==> config.mk <==
export PLATFORM = sky130hd
export DESIGN_NAME = glyph_scheduler
export DESIGN_NICKNAME = d
export VERILOG_FILES = /design/src/rtl/glyph_sched_pkg.sv /design/src/rtl/glyph_prio_enc.sv /design/src/rtl/glyph_scheduler.sv
export SDC_FILE = /design/constraint.sdc
export NUM_CORES = 2
export LEC_CHECK = 0
export BUFFER_PORTS_ARGS = -buffer_cell sky130_fd_sc_hd__buf_2
export CAP_MARGIN = 20
export CORE_MARGIN = 3
export CORE_UTILIZATION = 50
export DETAILED_ROUTE_END_ITERATION = 8
export PLACE_DENSITY = 0.62
export SETUP_SLACK_MARGIN = 0.3
export SLEW_MARGIN = 25
export SYNTH_ARGS = -nofsm -noshare
export SYNTH_HDL_FRONTEND = slang
export SYNTH_SLANG_ARGS = --single-unit
export TNS_END_PERCENT = 10
==> constraint.sdc <==
create_clock -name clk -period 24.1 [get_ports clk]
set_clock_uncertainty 0.1 [all_clocks]
set_input_delay 3.615 -clock clk [delete_from_list [all_inputs] [get_ports clk]]
set_output_delay 3.615 -clock clk [all_outputs]
set_load 0.01 [all_outputs]
==> src/rtl/glyph_sched_pkg.sv <==
// rtl/glyph_sched_pkg.sv - shared types, field layout and helpers for glyph_scheduler
//
// Contents:
//   wdata field offsets/widths, slot_t record, scan FSM state type,
//   default glyph edge sizes, saturating end-coordinate and wdata unpack helpers.
package glyph_sched_pkg;

    localparam int WDATA_W  = 52;
    localparam int EN_BIT   = 51;
    localparam int MAIN_BIT = 50;
    localparam int CHAR_LSB = 44;
    localparam int CHAR_W   = 6;
    localparam int X_LSB    = 34;
    localparam int Y_LSB    = 24;
    localparam int COORD_W  = 10;
    localparam int COLOR_W  = 24;

    localparam int SMALL_SZ = 8;
    localparam int BIG_SZ   = 64;

    typedef struct packed {
        logic               en;
        logic               main;
        logic [CHAR_W-1:0]  chr;
        logic [COORD_W-1:0] x;
        logic [COORD_W-1:0] y;
        logic [COLOR_W-1:0] color;
    } slot_t;

    typedef enum logic {
        ST_IDLE = 1'b0,
        ST_SCAN = 1'b1
    } scan_state_t;

    // Window end = start + size, clamped to the last addressable coordinate
    // so glyphs near the right/bottom edge are clipped rather than wrapped.
    function automatic logic [COORD_W-1:0] sat_end(input logic [COORD_W-1:0] start,
                                                   input logic [COORD_W:0]   sz);
        logic [COORD_W:0] sum;
        sum = {1'b0, start} + sz;
        return sum[COORD_W] ? {COORD_W{1'b1}} : sum[COORD_W-1:0];
    endfunction

    function automatic slot_t unpack_slot(input logic [WDATA_W-1:0] w);
        slot_t s;
        s.en    = w[EN_BIT];
        s.main  = w[MAIN_BIT];
        s.chr   = w[CHAR_LSB +: CHAR_W];
        s.x     = w[X_LSB +: COORD_W];
        s.y     = w[Y_LSB +: COORD_W];
        s.color = w[0 +: COLOR_W];
        return s;
    endfunction

endpackage

==> src/rtl/glyph_prio_enc.sv <==
// rtl/glyph_prio_enc.sv - combinational lowest-index-wins priority encoder
//
// Ports:
//   req   in  N   request vector, bit 0 has highest priority
//   sel   out IW  index of the lowest set request bit (0 when none)
//   valid out 1   at least one request bit set
module glyph_prio_enc #(
    parameter int N  = 8,
    parameter int IW = (N > 1) ? $clog2(N) : 1
) (
    input  logic [N-1:0]  req,
    output logic [IW-1:0] sel,
    output logic          valid
);

    // Walk from the top down so the lowest index is the last to assign.
    always_comb begin
        sel   = '0;
        valid = 1'b0;
        for (int i = N - 1; i >= 0; i--) begin
            if (req[i]) begin
                sel   = IW'(i);
                valid = 1'b1;
            end
        end
    end

endmodule

==> src/rtl/glyph_scheduler.sv <==
// rtl/glyph_scheduler.sv - per-line slot scan and per-pixel glyph selection
//
// Ports:
//   clk, reset                 clock, synchronous active-high reset
//   we, waddr, wdata           shadow-table write port
//   frame_start                commit shadow table to active table
//   line_start, next_line      start a scan of the active table for next_line
//   hcount, vcount             current pixel
//   rom_addr                   {main, char} to font ROM (stage 1)
//   main, x_start, x_end,      selected glyph window and colour (stage 2,
//   y_start, y_end, rgb_color  aligned with ROM data)
//   hit                        a slot covers the pixel (stage 2)
//   busy                       slot scan in progress
module glyph_scheduler #(
    parameter int N_SLOTS  = 8,
    parameter int SMALL_SZ = glyph_sched_pkg::SMALL_SZ,
    parameter int BIG_SZ   = glyph_sched_pkg::BIG_SZ,
    parameter int IW       = (N_SLOTS > 1) ? $clog2(N_SLOTS) : 1
) (
    input  logic                               clk,
    input  logic                               reset,
    input  logic                               we,
    input  logic [IW-1:0]                      waddr,
    input  logic [glyph_sched_pkg::WDATA_W-1:0] wdata,
    input  logic                               frame_start,
    input  logic                               line_start,
    input  logic [9:0]                         next_line,
    input  logic [9:0]                         hcount,
    input  logic [9:0]                         vcount,
    output logic [6:0]                         rom_addr,
    output logic                               main,
    output logic [9:0]                         x_start,
    output logic [9:0]                         x_end,
    output logic [9:0]                         y_start,
    output logic [9:0]                         y_end,
    output logic [23:0]                        rgb_color,
    output logic                               hit,
    output logic                               busy
);

    import glyph_sched_pkg::*;

    localparam logic [COORD_W:0] SMALL_W = (COORD_W + 1)'(SMALL_SZ);
    localparam logic [COORD_W:0] BIG_W   = (COORD_W + 1)'(BIG_SZ);

    function automatic logic [COORD_W-1:0] end_of(input logic [COORD_W-1:0] start,
                                                  input logic               is_main);
        return sat_end(start, is_main ? BIG_W : SMALL_W);
    endfunction

    // ---------------- slot tables ----------------
    slot_t shadow_q [N_SLOTS];
    slot_t active_q [N_SLOTS];

    // Commit reads the pre-write shadow, so a same-cycle write waits a frame.
    always_ff @(posedge clk) begin
        if (reset) begin
            for (int i = 0; i < N_SLOTS; i++) begin
                shadow_q[i] <= '0;
                active_q[i] <= '0;
            end
        end else begin
            if (frame_start) begin
                for (int i = 0; i < N_SLOTS; i++) begin
                    active_q[i] <= shadow_q[i];
                end
            end
            if (we) begin
                shadow_q[waddr] <= unpack_slot(wdata);
            end
        end
    end

    // ---------------- line scan FSM ----------------
    scan_state_t          state_q, state_d;
    logic [IW-1:0]        idx_q;
    logic [9:0]           line_q;
    logic [N_SLOTS-1:0]   mask_work_q, mask_next, line_mask_q;
    logic                 scan_bit;
    logic                 last_idx;
    slot_t                scan_slot;

    assign last_idx  = (idx_q == IW'(N_SLOTS - 1));
    assign scan_slot = active_q[idx_q];
    assign scan_bit  = scan_slot.en && (scan_slot.y <= line_q) &&
                       (line_q < end_of(scan_slot.y, scan_slot.main));

    always_ff @(posedge clk) begin
        if (reset) begin
            state_q <= ST_IDLE;
        end else begin
            state_q <= state_d;
        end
    end

    always_comb begin
        state_d = state_q;
        case (state_q)
            ST_IDLE: if (line_start) state_d = ST_SCAN;
            ST_SCAN: begin
                if (line_start)    state_d = ST_SCAN;
                else if (last_idx) state_d = ST_IDLE;
            end
            default: state_d = ST_IDLE;
        endcase
    end

    always_comb begin
        busy = (state_q == ST_SCAN);
    end

    // Working mask including the slot evaluated this cycle; published
    // to line_mask only once the final slot has been checked.
    always_comb begin
        mask_next        = mask_work_q;
        mask_next[idx_q] = scan_bit;
    end

    always_ff @(posedge clk) begin
        if (reset) begin
            idx_q       <= '0;
            line_q      <= '0;
            mask_work_q <= '0;
            line_mask_q <= '0;
        end else if (line_start) begin
            idx_q       <= '0;
            line_q      <= next_line;
            mask_work_q <= '0;
        end else if (state_q == ST_SCAN) begin
            idx_q       <= idx_q + IW'(1);
            mask_work_q <= mask_next;
            if (last_idx) begin
                line_mask_q <= mask_next;
            end
        end
    end

    // ---------------- per-pixel selection ----------------
    logic [N_SLOTS-1:0] covers;
    logic [IW-1:0]      sel_idx;
    logic               sel_valid;
    slot_t              sel_slot;

    // vcount is re-checked because the mask may be from a different line.
    always_comb begin
        covers = '0;
        for (int i = 0; i < N_SLOTS; i++) begin
            covers[i] = line_mask_q[i] &&
                        (active_q[i].x <= hcount) &&
                        (hcount < end_of(active_q[i].x, active_q[i].main)) &&
                        (active_q[i].y <= vcount) &&
                        (vcount < end_of(active_q[i].y, active_q[i].main));
        end
    end

    glyph_prio_enc #(
        .N  (N_SLOTS),
        .IW (IW)
    ) u_prio (
        .req   (covers),
        .sel   (sel_idx),
        .valid (sel_valid)
    );

    assign sel_slot = active_q[sel_idx];

    logic               hit_s1, main_s1;
    logic [9:0]         xs_s1, xe_s1, ys_s1, ye_s1;
    logic [23:0]        color_s1;

    // Stage 1: ROM address issued here so ROM data lands with stage 2.
    always_ff @(posedge clk) begin
        if (reset) begin
            hit_s1   <= 1'b0;
            main_s1  <= 1'b0;
            xs_s1    <= '0;
            xe_s1    <= '0;
            ys_s1    <= '0;
            ye_s1    <= '0;
            color_s1 <= '0;
            rom_addr <= '0;
        end else begin
            hit_s1 <= sel_valid;
            if (sel_valid) begin
                rom_addr <= {sel_slot.main, sel_slot.chr};
                main_s1  <= sel_slot.main;
                xs_s1    <= sel_slot.x;
                xe_s1    <= end_of(sel_slot.x, sel_slot.main);
                ys_s1    <= sel_slot.y;
                ye_s1    <= end_of(sel_slot.y, sel_slot.main);
                color_s1 <= sel_slot.color;
            end
        end
    end

    // Stage 2: renderer-facing outputs, zeroed on a miss so it draws background.
    always_ff @(posedge clk) begin
        if (reset || !hit_s1) begin
            hit       <= 1'b0;
            main      <= 1'b0;
            x_start   <= '0;
            x_end     <= '0;
            y_start   <= '0;
            y_end     <= '0;
            rgb_color <= '0;
        end else begin
            hit       <= 1'b1;
            main      <= main_s1;
            x_start   <= xs_s1;
            x_end     <= xe_s1;
            y_start   <= ys_s1;
            y_end     <= ye_s1;
            rgb_color <= color_s1;
        end
    end

endmodule

==> summary.txt <==
Die
  – Number of placement rows: about 120
  – Initial Utilization: 50.82%
  – Die width: 326.2 um
  – Io pins: 164
  – Die ar.: 106400 um2
  – Vert. Die Dim: about 330 um
  – Placeable core region: 100900 um2

Global route
  – Wire length of the first global-routing pass: 231.6 mm
  – Initial antenna violation count: 15
  – Global routing usage summed across all routing layers: roughly 30%
  – Number of global-route vias before repair: 33230
  – Remaining global-route overflow: 0
  – Pin count of the biggest net entering global routing: 136

Setup path
  – Slowest-stage cell, CP: sky130_fd_sc_hd__nor4_2
  – End of the worst register-to-register path: xe_s1[5]
  – Largest fanout on the critical path: 135
  – Worst endpoint data arrival time: 10600 ps
  – Setup slack of the most critical reg-to-reg path: 15270 ps
  – Startpoint type of the worst setup path: primary input
  – Largest stage delay, worst path: approximately 860 ps
  – Sequence of cells on the critical path: buf_2 -> inv_1 -> ha_1 -> a211oi_1 -> o2111ai_1 -> o311a_1 -> nor4_2 -> nor2_1 -> a21oi_4 -> buf_12 -> nand2_1 -> and3_1 -> a211o_1 -> nand2_1 -> ha_1 -> inv_1 -> a221oi_2 -> a31oi_1 -> or4_1 -> a311oi_2
  – Crit path capture type: register
  – Logic depth of the worst register-to-register path: 25
  – Critical Setup Path Class: in -> reg
  – Launch point of the worst reg-to-reg path: active_q[0][50]
  – Critical path required time: roughly 25000 ps

STA
  – Max-Slew Margin vs Limit: 32.98%
  – Final Slew Violations: 0
  – RSZ-0062 raised after global routing: false
  – Final Hold Violating Endpoints: 0
  – Minimum clock period: 10110 ps
  – Fin Setup TNS: 0 ps
  – Setup violations, final: 0
  – Share of the clock period used by the worst path after layout: 41.96%
  – Least-Margin Pin Slew: 1005 ps
  – Maximum clock frequency: 98.90 MHz

Worst hold path
  – Cell count of the worst hold path: 1
  – Endpoint of the worst hold path: rgb_color[19]
  – Startpoint of the worst hold path: color_s1[19]
  – Tightest Hold Check Type: reg -> reg

Detailed routing
  – Total iterations of the first detailed-routing run: 5
  – Number of antenna-violating nets in the routed design: 0
  – Vias: 35000
  – Number of DRC violations after detailed-routing iteration 0: 3448
  – Wirelength, routed: 160.7 mm
  – Vias/cell: 5.877
  – Average routed wire per standard cell: 26.99 um
  – Number of remaining DRC errors: 0

Clocking
  – TritonCTS Sinks: 1003
  – Hold-fix buffers, CTS: 0
  – Source-to-sink clock delay at the later pin of the worst-skew pair: 690 ps
  – Number of CTS-inserted buffers: just over 100
  – Number of buffers on the longest clock path: 3
  – Clock tree root buffer cell: sky130_fd_sc_hd__clkbuf_16
  – Number of gates resized after cts: 0
  – TritonCTS clock tree: done
  – Htree depth: 3
  – Setup Fix Bufs, Post-CTS: 0
  – Clock slew seen by the registers of the worst setup and hold paths: 60 ps

Layout
  – P&R area growth vs syn: 10.79%
  – Utilization of the core after routing: between 50% and 60%
  – Fin nets: 4977
  – Number of filler instances in the final layout: about 8500
  – Fraction of layout instances using a drive strength above 1: 10.45%
  – Post-route cell area: 56790 um2

Pwr
  – Max rail drop VDD: 0.06130 mV
  – Cell area power density: 70.62 nW/um2
  – Leakage dissipation: 0.02215 uW

Logic synthesis
  – Synthesized netlist cell count: around 4400
  – Synthesized cell area: between 50000 and 60000 um2
  – Syn Nets: a little under 5000
  – Total of warnings raised by yosys: 0
  – Top-area cell type share of the netlist area: 48.74%
  – Sequential fraction of the synthesis area: 55.42%
  – Post-synthesis register bit count: roughly 1000
  – Largest cells by area after synthesis: sky130_fd_sc_hd__edfxtp_1 (49%), sky130_fd_sc_hd__and2_1 (9.7%), sky130_fd_sc_hd__ha_1 (9.3%)
  – Async set-reset flop share out of synthesis: 0%
  – Number of flops mapped to enable cells by yosys: approximately 830
  – Synthesized area per cell: 11.66 um2
  – Top_reg_cell synth: sky130_fd_sc_hd__edfxtp_1
  – Leading cell types by count after synthesis: sky130_fd_sc_hd__edfxtp_1 (832), sky130_fd_sc_hd__and2_1 (793), sky130_fd_sc_hd__ha_1 (382)
  – Count of unique library cells instantiated by Yosys: just under 100
  – Biggest area consumer among synthesized cells: sky130_fd_sc_hd__edfxtp_1
  – Library cell with the highest instance count after synthesis: sky130_fd_sc_hd__edfxtp_1

Run
  – Max-cap viol count: 0

Place
  – Number of port buffers: 163
  – Post-place instance area: about 53000 um2
  – Detailed Place HPWL: between 100 and 150 mm
  – Final weighted congestion of routability-driven global placement: about 1

Run status
  – Run status: complete, no violations
-- flip-flops by register name (all words and copies together) (netlist names), 3 cells and up, named ones only --
signal       count
active_q       416
line_mask_q      8
mask_work_q      8
rom_addr         7
xs_s1           10
shadow_q       416
rgb_color       24
idx_q            3
ye_s1           10
x_end           10
y_start         10
y_end           10
ys_s1           10
line_q          10
color_s1        24
x_start         10
xe_s1           10
-- stage by stage --
stage	power (uW)	setup WS (ps)	hold slack [ps]	std cells
3_5_place_dp	2501	13410	344.7	5757
4_1_cts	4029	14090	348.8	5947
6_report	4010	13990	350.1	5955
3_3_place_gp	2495	13610	340.3	5757
2_1_floorplan	2316	14010	327.3	4396
5_1_grt	4151	13610	373.4	5950
-- report_power, final --
part           switching [uW]  total [uW]  internal, uW
clock                     665        1540           871
combinational             254         405           151
sequential               87.3        2070          1980
total                    1010        4010          3000
-- worst max-delay path, delay by kind of cell --
| kind | cells | cell delay (ps) |
|---|---|---|
| AOI/OAI and AO/OA | 8 | 2560 |
| buffers and inverters | 4 | 1270 |
| adders and majority gates | 2 | 620 |
| and+or+nand+nor | 6 | 2480 |
-- cell usage in the layout, fill, tap and decap left out, types with 16 or more instances in the layout --
master / count
sky130_fd_sc_hd__edfxtp_1: 832
sky130_fd_sc_hd__and2_1: 793
sky130_fd_sc_hd__ha_1: 382
sky130_fd_sc_hd__nand2_1: 334
sky130_fd_sc_hd__nor2_1: 299
sky130_fd_sc_hd__dfxtp_1: 170
sky130_fd_sc_hd__buf_2: 162
sky130_fd_sc_hd__nand3_1: 129
sky130_fd_sc_hd__nor2b_1: 123
sky130_fd_sc_hd__a211oi_1: 109
sky130_fd_sc_hd__a21oi_1: 108
sky130_fd_sc_hd__clkbuf_16: 105
sky130_fd_sc_hd__inv_1: 92
sky130_fd_sc_hd__mux2i_1: 92
sky130_fd_sc_hd__o21ai_0: 80
sky130_fd_sc_hd__a31oi_1: 66
sky130_fd_sc_hd__nand4_1: 60
sky130_fd_sc_hd__and3_1: 53
sky130_fd_sc_hd__buf_4: 43
sky130_fd_sc_hd__xnor2_1: 35
sky130_fd_sc_hd__nor3_1: 34
sky130_fd_sc_hd__a21o_1: 33
sky130_fd_sc_hd__nand2b_1: 26
sky130_fd_sc_hd__mux4_2: 26
sky130_fd_sc_hd__clkbuf_1: 24
sky130_fd_sc_hd__xor2_1: 20
sky130_fd_sc_hd__mux2_2: 19
sky130_fd_sc_hd__o21a_1: 17
sky130_fd_sc_hd__clkinv_1: 16
sky130_fd_sc_hd__clkinv_2: 16
sky130_fd_sc_hd__clkbuf_8: 16
-- cell families after synthesis --
kind of cell / count (synthesis) / share of synthesized area [%]
AO/OA/AOI/OAI: 583 / 8.111
XOR/XNOR: 55 / 0.9397
adder cells (fa/ha/maj): 382 / 9.324
buffers and inverters: 297 / 2.333
flip-flops: 1003 / 55.42
multiplexers: 137 / 3.356
AND/OR/NAND/NOR: 1939 / 20.52
-- worst max-delay path by stage --
stage | slack, ps | from | to | depth (start not counted)
2_1_floorplan | 14010 | reset | active_q[0][0] | 4
3_3_place_gp | 13610 | hcount[3] | xe_s1[6] | 21
3_5_place_dp | 13410 | vcount[9] | xe_s1[5] | 20
4_1_cts | 14090 | vcount[9] | xe_s1[5] | 20
5_1_grt | 13610 | hcount[5] | xe_s1[7] | 21
6_report | 13990 | vcount[9] | xe_s1[5] | 20
-- layout make-up --
type                    instances  area [um2]  share of cell area, %
multi-input cells            3096       21820                  38.42
inverters                      92       345.3                 0.6081
clock buffers                 148        2944                  5.184
clock inverters                42       324.1                 0.5706
diodes                          6       15.01                0.02644
repair buffers                211        1237                  2.179
flip-flops and latches       1003       28410                  50.02
well taps                    1357        1698                  2.990
-- metal layers --
layer,vias to the layer above,wire (um),GRT usage [%]
li1,16200,-,-
met1,17070,68870,41.38
met5,-,26,0
met2,1389,71560,45.99
met4,4,7813,13.11
met3,340,12480,5.501
Note: power is estimated with default switching activity, not from simulation.
